### src/rtl/pipeline_stall_controller_if.sv
// Multiply/divide handshake between the stall controller (initiator)
// and the multicycle mult/div unit.
interface pipeline_stall_controller_if;
  logic        ctrl_MULT;
  logic        ctrl_DIV;
  logic        md_result_ready;
  logic [31:0] md_result_in;
  logic        md_exception_in;

  modport master (
    output ctrl_MULT,
    output ctrl_DIV,
    input  md_result_ready,
    input  md_result_in,
    input  md_exception_in
  );

  modport slave (
    input  ctrl_MULT,
    input  ctrl_DIV,
    output md_result_ready,
    output md_result_in,
    output md_exception_in
  );
endinterface

### src/rtl/pipeline_stall_controller.sv
// Pipeline stall controller for the 5-stage core: drives latch enables and
// bubble selects, launches mult/div operations and freezes the front end
// until the result (or a timeout) comes back.
//
// state | meaning
// ------+-------------------------------------------------------------
// IDLE  | normal flow; hazard stalls and branch flushes handled here
// BUSY  | mult/div in flight; front end frozen, XM fed bubbles
// DONE  | result registered; md instruction advances into XM with it
module pipeline_stall_controller #(
  parameter int MD_TIMEOUT  = 64,
  parameter int STALL_CNT_W = 16
) (
  input  logic                       clock,
  input  logic                       reset_n,
  pipeline_stall_controller_if.master md,
  input  logic [31:0]                DX_Latch_Instr,
  input  logic                       load_use_stall,
  input  logic                       branch_taken,
  output logic                       PC_enable,
  output logic                       FD_enable,
  output logic                       DX_enable,
  output logic                       XM_enable,
  output logic                       WB_enable,
  output logic                       FD_flush,
  output logic                       DX_bubble,
  output logic                       XM_bubble,
  output logic                       md_result_valid,
  output logic [31:0]                md_result_out,
  output logic                       md_error_out,
  output logic                       md_busy,
  output logic [STALL_CNT_W-1:0]     stall_cycles
);

  localparam int CYC_W = $clog2(MD_TIMEOUT + 1);
  localparam logic [CYC_W-1:0] CYC_LAST = CYC_W'(MD_TIMEOUT - 1);
  localparam logic [STALL_CNT_W-1:0] STALL_MAX = {STALL_CNT_W{1'b1}};

  typedef enum logic [1:0] {
    ST_IDLE = 2'd0,
    ST_BUSY = 2'd1,
    ST_DONE = 2'd2
  } state_t;

  state_t           state, next_state;
  logic [CYC_W-1:0] cyc_cnt;

  logic [4:0] opcode;
  logic [4:0] alu_op;
  logic       is_mult;
  logic       is_div;
  logic       dx_is_md;

  // Combinational control before reset gating.
  logic pc_en_c, fd_en_c, dx_en_c, xm_en_c, wb_en_c;
  logic fd_flush_c, dx_bubble_c, xm_bubble_c;
  logic ctrl_mult_c, ctrl_div_c, result_valid_c;
  logic cyc_clr, cap_ready, cap_timeout;

  // Only the opcode and ALU-op fields are decoded here.
  logic unused_instr_bits;
  assign unused_instr_bits = &{1'b0, DX_Latch_Instr[26:7], DX_Latch_Instr[1:0]};

  assign opcode   = DX_Latch_Instr[31:27];
  assign alu_op   = DX_Latch_Instr[6:2];
  assign is_mult  = (opcode == 5'b00000) && (alu_op == 5'b00110);
  assign is_div   = (opcode == 5'b00000) && (alu_op == 5'b00111);
  assign dx_is_md = is_mult || is_div;

  // State register.
  always_ff @(posedge clock or negedge reset_n) begin
    if (!reset_n) begin
      state <= ST_IDLE;
    end else begin
      state <= next_state;
    end
  end

  // Next-state decode plus latch enables, bubbles and start pulses.
  always_comb begin
    next_state     = state;
    pc_en_c        = 1'b0;
    fd_en_c        = 1'b0;
    dx_en_c        = 1'b0;
    xm_en_c        = 1'b0;
    wb_en_c        = 1'b0;
    fd_flush_c     = 1'b0;
    dx_bubble_c    = 1'b0;
    xm_bubble_c    = 1'b0;
    ctrl_mult_c    = 1'b0;
    ctrl_div_c     = 1'b0;
    result_valid_c = 1'b0;
    cyc_clr        = 1'b0;
    cap_ready      = 1'b0;
    cap_timeout    = 1'b0;

    case (state)
      ST_IDLE: begin
        if (dx_is_md) begin
          // Launch: md instruction stays in DX, XM gets a bubble.
          ctrl_mult_c = is_mult;
          ctrl_div_c  = is_div;
          xm_en_c     = 1'b1;
          xm_bubble_c = 1'b1;
          wb_en_c     = 1'b1;
          cyc_clr     = 1'b1;
          next_state  = ST_BUSY;
        end else if (branch_taken) begin
          pc_en_c     = 1'b1;
          fd_en_c     = 1'b1;
          dx_en_c     = 1'b1;
          xm_en_c     = 1'b1;
          wb_en_c     = 1'b1;
          fd_flush_c  = 1'b1;
          dx_bubble_c = 1'b1;
        end else if (load_use_stall) begin
          dx_en_c     = 1'b1;
          xm_en_c     = 1'b1;
          wb_en_c     = 1'b1;
          dx_bubble_c = 1'b1;
        end else begin
          pc_en_c = 1'b1;
          fd_en_c = 1'b1;
          dx_en_c = 1'b1;
          xm_en_c = 1'b1;
          wb_en_c = 1'b1;
        end
      end

      ST_BUSY: begin
        xm_en_c     = 1'b1;
        wb_en_c     = 1'b1;
        xm_bubble_c = 1'b1;
        // A ready pulse on the timeout cycle still delivers its result.
        if (md.md_result_ready) begin
          cap_ready  = 1'b1;
          next_state = ST_DONE;
        end else if (cyc_cnt == CYC_LAST) begin
          cap_timeout = 1'b1;
          next_state  = ST_DONE;
        end
      end

      ST_DONE: begin
        // DX still holds the md instruction here, so no restart check.
        pc_en_c        = 1'b1;
        fd_en_c        = 1'b1;
        dx_en_c        = 1'b1;
        xm_en_c        = 1'b1;
        wb_en_c        = 1'b1;
        result_valid_c = 1'b1;
        next_state     = ST_IDLE;
      end

      default: begin
        next_state = ST_IDLE;
      end
    endcase
  end

  // Cycles spent in BUSY, used for the timeout.
  always_ff @(posedge clock or negedge reset_n) begin
    if (!reset_n) begin
      cyc_cnt <= '0;
    end else if (cyc_clr) begin
      cyc_cnt <= '0;
    end else if (state == ST_BUSY) begin
      cyc_cnt <= cyc_cnt + 1'b1;
    end
  end

  // Result/error capture for the XM latch; held until the next completion.
  always_ff @(posedge clock or negedge reset_n) begin
    if (!reset_n) begin
      md_result_out <= '0;
      md_error_out  <= 1'b0;
    end else if (cap_ready) begin
      md_result_out <= md.md_result_in;
      md_error_out  <= md.md_exception_in;
    end else if (cap_timeout) begin
      md_result_out <= '0;
      md_error_out  <= 1'b1;
    end
  end

  // Saturating count of cycles with the PC held.
  always_ff @(posedge clock or negedge reset_n) begin
    if (!reset_n) begin
      stall_cycles <= '0;
    end else if (!pc_en_c && (stall_cycles != STALL_MAX)) begin
      stall_cycles <= stall_cycles + 1'b1;
    end
  end

  // Everything combinational is forced low while reset is held.
  assign PC_enable       = reset_n & pc_en_c;
  assign FD_enable       = reset_n & fd_en_c;
  assign DX_enable       = reset_n & dx_en_c;
  assign XM_enable       = reset_n & xm_en_c;
  assign WB_enable       = reset_n & wb_en_c;
  assign FD_flush        = reset_n & fd_flush_c;
  assign DX_bubble       = reset_n & dx_bubble_c;
  assign XM_bubble       = reset_n & xm_bubble_c;
  assign md.ctrl_MULT    = reset_n & ctrl_mult_c;
  assign md.ctrl_DIV     = reset_n & ctrl_div_c;
  assign md_result_valid = reset_n & result_valid_c;
  assign md_busy         = reset_n & (state != ST_IDLE);

endmodule

### src/flat_wrapper.sv
// flat-port wrapper written by rule: the top's interface ports become plain ports
module pipeline_stall_controller_flat 
#(
  parameter int MD_TIMEOUT  = 64,
  parameter int STALL_CNT_W = 16
)
  (clock, reset_n, DX_Latch_Instr, load_use_stall, branch_taken, PC_enable, FD_enable, DX_enable, XM_enable, WB_enable, FD_flush, DX_bubble, XM_bubble, md_result_valid, md_result_out, md_error_out, md_busy, stall_cycles, md_ctrl_MULT, md_ctrl_DIV, md_md_result_ready, md_md_result_in, md_md_exception_in);
  pipeline_stall_controller_if md_i ();
  input  logic clock;
  input  logic reset_n;
  input  logic [31:0] DX_Latch_Instr;
  input  logic load_use_stall;
  input  logic branch_taken;
  output logic PC_enable;
  output logic FD_enable;
  output logic DX_enable;
  output logic XM_enable;
  output logic WB_enable;
  output logic FD_flush;
  output logic DX_bubble;
  output logic XM_bubble;
  output logic md_result_valid;
  output logic [31:0] md_result_out;
  output logic md_error_out;
  output logic md_busy;
  output logic [STALL_CNT_W-1:0] stall_cycles;
  output wire logic [$bits(md_i.ctrl_MULT)-1:0] md_ctrl_MULT;
  output wire logic [$bits(md_i.ctrl_DIV)-1:0] md_ctrl_DIV;
  input wire logic [$bits(md_i.md_result_ready)-1:0] md_md_result_ready;
  input wire logic [$bits(md_i.md_result_in)-1:0] md_md_result_in;
  input wire logic [$bits(md_i.md_exception_in)-1:0] md_md_exception_in;
  assign md_ctrl_MULT = md_i.ctrl_MULT;
  assign md_ctrl_DIV = md_i.ctrl_DIV;
  assign md_i.md_result_ready = md_md_result_ready;
  assign md_i.md_result_in = md_md_result_in;
  assign md_i.md_exception_in = md_md_exception_in;
  pipeline_stall_controller #(.MD_TIMEOUT(MD_TIMEOUT), .STALL_CNT_W(STALL_CNT_W)) u_core (.clock(clock), .reset_n(reset_n), .md(md_i), .DX_Latch_Instr(DX_Latch_Instr), .load_use_stall(load_use_stall), .branch_taken(branch_taken), .PC_enable(PC_enable), .FD_enable(FD_enable), .DX_enable(DX_enable), .XM_enable(XM_enable), .WB_enable(WB_enable), .FD_flush(FD_flush), .DX_bubble(DX_bubble), .XM_bubble(XM_bubble), .md_result_valid(md_result_valid), .md_result_out(md_result_out), .md_error_out(md_error_out), .md_busy(md_busy), .stall_cycles(stall_cycles));
endmodule
### config.mk
export PLATFORM = sky130hd
export DESIGN_NAME = pipeline_stall_controller_flat
export DESIGN_NICKNAME = d
export VERILOG_FILES = /design/src/rtl/pipeline_stall_controller_if.sv /design/src/rtl/pipeline_stall_controller.sv /design/src/flat_wrapper.sv
export SDC_FILE = /design/constraint.sdc
export NUM_CORES = 1
export LEC_CHECK = 0
export ABC_CLOCK_PERIOD_IN_PS = 2200
export CAP_MARGIN = 20
export CORE_MARGIN = 2
export CORE_UTILIZATION = 39
export CTS_BUF_LIST = sky130_fd_sc_hd__clkbuf_2 sky130_fd_sc_hd__clkbuf_4 sky130_fd_sc_hd__clkbuf_8
export DETAILED_ROUTE_END_ITERATION = 10
export PLACE_DENSITY = 0.79
export SYNTH_ARGS = -nofsm -noshare
export SYNTH_HDL_FRONTEND = slang
export SYNTH_SLANG_ARGS = --single-unit
### constraint.sdc
create_clock -name clock -period 2.2 [get_ports clock]
set_clock_uncertainty 0.2 [all_clocks]
set_input_delay 0.22 -clock clock [delete_from_list [all_inputs] [get_ports clock]]
set_output_delay 0.22 -clock clock [all_outputs]
set_load 0.05 [all_outputs]
==> summary by stage, run 1 <==
Power and ir drop
The power density normalized to cell area is 743.0 nW/um2. In this run the power spent charging and discharging nets is 0.001029 W. VDD sags by at most 421.7 uV. Cell internal power was estimated by the tool at 0.002004 W. The clock share of power is 28.4%. The part of the total power dissipated in combinational logic is 28.1%. For this design the static power due to leakage is 1.813 nW. Of the total power, registers draw 43.4%. The net switching share of the total power is 33.92%.

Clocking
Buffers inserted during clock tree synthesis total 9. CTS placed an instance of sky130_fd_sc_hd__clkbuf_8 at the clock tree root. The TritonCTS clock tree is yes. Counting along the longest clock path gives a buffer depth of 2. After clock tree synthesis, the clock-pin slew on the worst setup and hold paths is 0.06 ns. The H-tree generated during clock tree synthesis spans 3 levels. Counting every sink on the clock net gives 58.

The clock insertion delay at the later pin of the skew report is 0.33 ns.

Die
The placeable core area is 6350 um2. The initial utilization of the core area, before any placement, comes to 40.14%. The floorplan step set the die width to 84.84 um. The die is 84.84 um tall. 131 I/O pins were placed.

The die footprint is 7198 um2. The total number of placement rows is 29.

Placement
The number of buffer cells added on primary ports is 108. The routability-driven placement congestion ratio is 0.8151. The pre-CTS worst setup slack is -0.4991 ns. Once detailed placement completed, the half-perimeter wirelength came to 4751 um.

Layout
From synthesis to final layout, the design area changed by 60.14%. The antenna cell count is 0. The register area is 1454 um2.

Cells fill 64.28% of the core in the end. Summing all multi-input logic gate instances after layout gives 1064 um2. The number of nets in the layout is 409. Counting the fill cells in the layout gives 503. In the final layout, the share of cells above drive strength 1 is 20.18%.

Global routing
met2 is the most crowded layer. For this run the aggregate overflow at the end of global routing stands at 0. Entering global routing, the biggest net connects 34 pins. The via count of the first global-routing pass is 2274.

In the global route stage, met1 resource usage came out at 23.38%. The first-pass GRT wire length is 10690 um. The initial antenna violation count is 0. In the global route stage, met3 resource usage came out at 4.572%.

The global-route usage over all layers is 18.77%. The routing usage on met2 is 30.49%.

Synthesis
The synthesized area per cell is 11.85 um2. Sorting the synthesized cells by how often they occur yields sky130_fd_sc_hd__dfrtp_1, sky130_fd_sc_hd__a22o_1, sky130_fd_sc_hd__nand2_1. The proportion of netlist area held by the largest area contributor is 56.95%. Yosys mapped a number of flops with a built-in enable equal to 0. The count of distinct cell types in the synthesized netlist is 41. In this run, synthesis produced a sequential element count of 58.

The synthesized net count is 287. The most used flip-flop cell after synthesis is sky130_fd_sc_hd__dfrtp_1. Yosys attributes the largest share of cell area to sky130_fd_sc_hd__dfrtp_1, sky130_fd_sc_hd__a22o_1, sky130_fd_sc_hd__xnor2_1, sky130_fd_sc_hd__nand3_1, sky130_fd_sc_hd__nand2_1. The leading cell type by number of instances after synthesis is sky130_fd_sc_hd__dfrtp_1. During synthesis, Yosys emitted a total of 0 warnings.

The fraction of registers with async set or reset after synthesis is 100.0%. The mapped netlist covers 2549 um2. After synthesis, flip-flops and latches occupy 56.95% of the total area. The synthesized instance count is 215. Of all cell types, the one taking the most synthesized area is sky130_fd_sc_hd__dfrtp_1.

Routing
The detail route stage leaves a number of antenna-violating nets equal to 0. The number of detailed-route iterations in the first pass is 4. After detailed routing, the number of vias per cell comes to 5.160. After detailed routing, the number of remaining DRC violations is 0.

The routed design has 6568 um of wire. The detailed router placed 2162 vias in this run. After detailed routing, the average wire length per cell comes to 15.68 um.

The detailed router's first-iteration violation count is 124.

Timing
After layout, the worst setup slack is 0.04543 ns. The max-slew violation count was 0. Setup repair after global routing left no endpoint under its margin. The number of hold-slack violations in the final timing report is 0. For this run, the top clock speed supported by timing is 464.1 MHz.

Setup violations remaining at the end of the flow were counted as 0. The relative slew slack is 64.41%. The worst path uses 97.94% of the clock period. At the pin with the least slew margin, the transition time is 0.5321 ns.

For the final routed database, the setup TNS stands at 0 ns. Counting I/O delays and the setup requirement, the final critical path takes 2.155 ns.

Critical path
The worst setup path is captured at an output pin. STA classifies the critical path startpoint as an input port. The arrival time of data at the critical path endpoint is 1.73 ns. The critical path is of the input port to output pin type. At the worst endpoint, the required time is 1.78 ns. The maximum fanout count along the critical path is 3.

Outcome
The flow ran to the end, and the final reports show no timing, DRC or antenna violations.

Flow run
Across the run, the number of max-cap violations was 0.

Worst hold path
The path type of the worst min-delay path is input port to asynchronous set/reset pin.
==> power groups by stage <==
| stage | Clock, W | Combinational (W) | Sequential [W] |
|---|---|---|---|
| after floorplan | 0 | 0.000206 | 0.00160 |
| after global placement | 0 | 0.000829 | 0.00133 |
| after detailed placement | 0 | 0.000857 | 0.00133 |
| after CTS | 0.000883 | 0.000855 | 0.00132 |
| after global routing | 0.000936 | 0.000897 | 0.00133 |
| final | 0.000862 | 0.000853 | 0.00132 |
==> cell usage in the layout, fill, tap and decap left out, types with 4 or more instances in the layout <==
master,instances
sky130_fd_sc_hd__clkdlybuf4s50_1,86
sky130_fd_sc_hd__dfrtp_1,56
sky130_fd_sc_hd__a22o_1,33
sky130_fd_sc_hd__nand2_1,13
sky130_fd_sc_hd__nor2_1,12
sky130_fd_sc_hd__xnor2_1,12
sky130_fd_sc_hd__buf_4,12
sky130_fd_sc_hd__nand3_1,10
sky130_fd_sc_hd__clkbuf_8,10
sky130_fd_sc_hd__buf_12,9
sky130_fd_sc_hd__o21ai_0,8
sky130_fd_sc_hd__inv_1,5
sky130_fd_sc_hd__buf_6,5
sky130_fd_sc_hd__and2_1,4
sky130_fd_sc_hd__buf_2,4
==> area by class of cell <==
type / count / share of cell area [%]
Clock buffer: 13 / 3.924
Clock inverter: 3 / 0.3679
Inverter: 5 / 0.4598
Multi-Input combinational cell: 140 / 26.06
Sequential cell: 58 / 35.62
Tap cell: 77 / 2.361
Timing Repair Buffer: 123 / 31.21
==> critical path, stage by stage <==
cell and delay, ns:
sky130_fd_sc_hd__dlygate4sd2_1 0.19, sky130_fd_sc_hd__or4b_4 0.49, sky130_fd_sc_hd__or3_4 0.37, sky130_fd_sc_hd__buf_6 0.13, sky130_fd_sc_hd__and3_1 0.17, sky130_fd_sc_hd__buf_6 0.15
==> logic make-up (layout without fill, tap and decap cells) <==
kind of cell / count (synthesis) / after routing / share of synthesized area (%)
simple gates: 65 / 65 / 14.38
xor+xnor: 13 / 13 / 4.467
fa+ha+maj: 2 / 2 / 0.9817
buf+inv: 17 / 144 / 4.369
mux: 4 / 4 / 1.718
compound gates: 56 / 56 / 17.13
flops: 58 / 58 / 56.95
==> final timing paths <==
check | startpoint | to | slack, ns | cells after the start
worst max-delay path | DX_Latch_Instr[3] | FD_flush | 0.05 | 6
worst min-delay path | reset_n | u_core.cyc_cnt[2] | 0.09 | 2
worst max register to register | u_core.state[1] | u_core.stall_cycles[1] | 0.17 | 4
worst min register to register | u_core.md_result_out[30] | u_core.md_result_out[30] | 0.30 | 1
max in group asynchronous | reset_n | u_core.md_result_out[8] | 1.09 | 3
min in group clock | md_md_exception_in | u_core.md_error_out | 0.22 | 3
==> per-stage QoR <==
step	total power [W]	instance area [um2]	std cells	hold slack (ns)
finish	0.003033	4081	419	0.08587
global route	0.003165	4081	419	0.09546
CTS	0.003055	4051	419	0.06969
detailed placement	0.002187	3856	400	-0.1312
global placement	0.002155	3856	400	-0.1289
floorplan	0.001810	2600	215	-0.2756
==> metal layers <==
layer / vias to the layer above / part of all wire [%]
li1: 1020 / -
met1: 1031 / 44
met2: 97 / 47
met3: 14 / 7.3
met4: 0 / 2.0
met5: - / 0
==> sequential cells by signal, summed over array words and instances, names as in the netlist <==
register and flops:
u_core.md_error_out 1, u_core.cyc_cnt 7, u_core.md_result_out 32, u_core.stall_cycles 16, u_core.state 2
==> timing repair <==
item                                    4_1_cts  5_1_grt
pin swaps                                     4        1
gates resized for setup                      22        7
endpoints found under the hold margin        58        0
buffers inserted                              2        0
hold buffers                                  1        0
cloned                                        0        0
endpoints found under the setup margin       19        7
(Power assumes the default switching activity.)
==> run 2, diff against run 1 <==
--- a/config.mk
+++ b/config.mk
@@ -11,6 +11,7 @@
 export CORE_UTILIZATION = 39
 export CTS_BUF_LIST = sky130_fd_sc_hd__clkbuf_2 sky130_fd_sc_hd__clkbuf_4 sky130_fd_sc_hd__clkbuf_8
 export DETAILED_ROUTE_END_ITERATION = 10
+export GPL_ROUTABILITY_DRIVEN = 1
 export PLACE_DENSITY = 0.79
 export SYNTH_ARGS = -nofsm -noshare
 export SYNTH_HDL_FRONTEND = slang
==> results of run 2 <==
No change in the layout: final DEF, timing and power equal those of run 1.
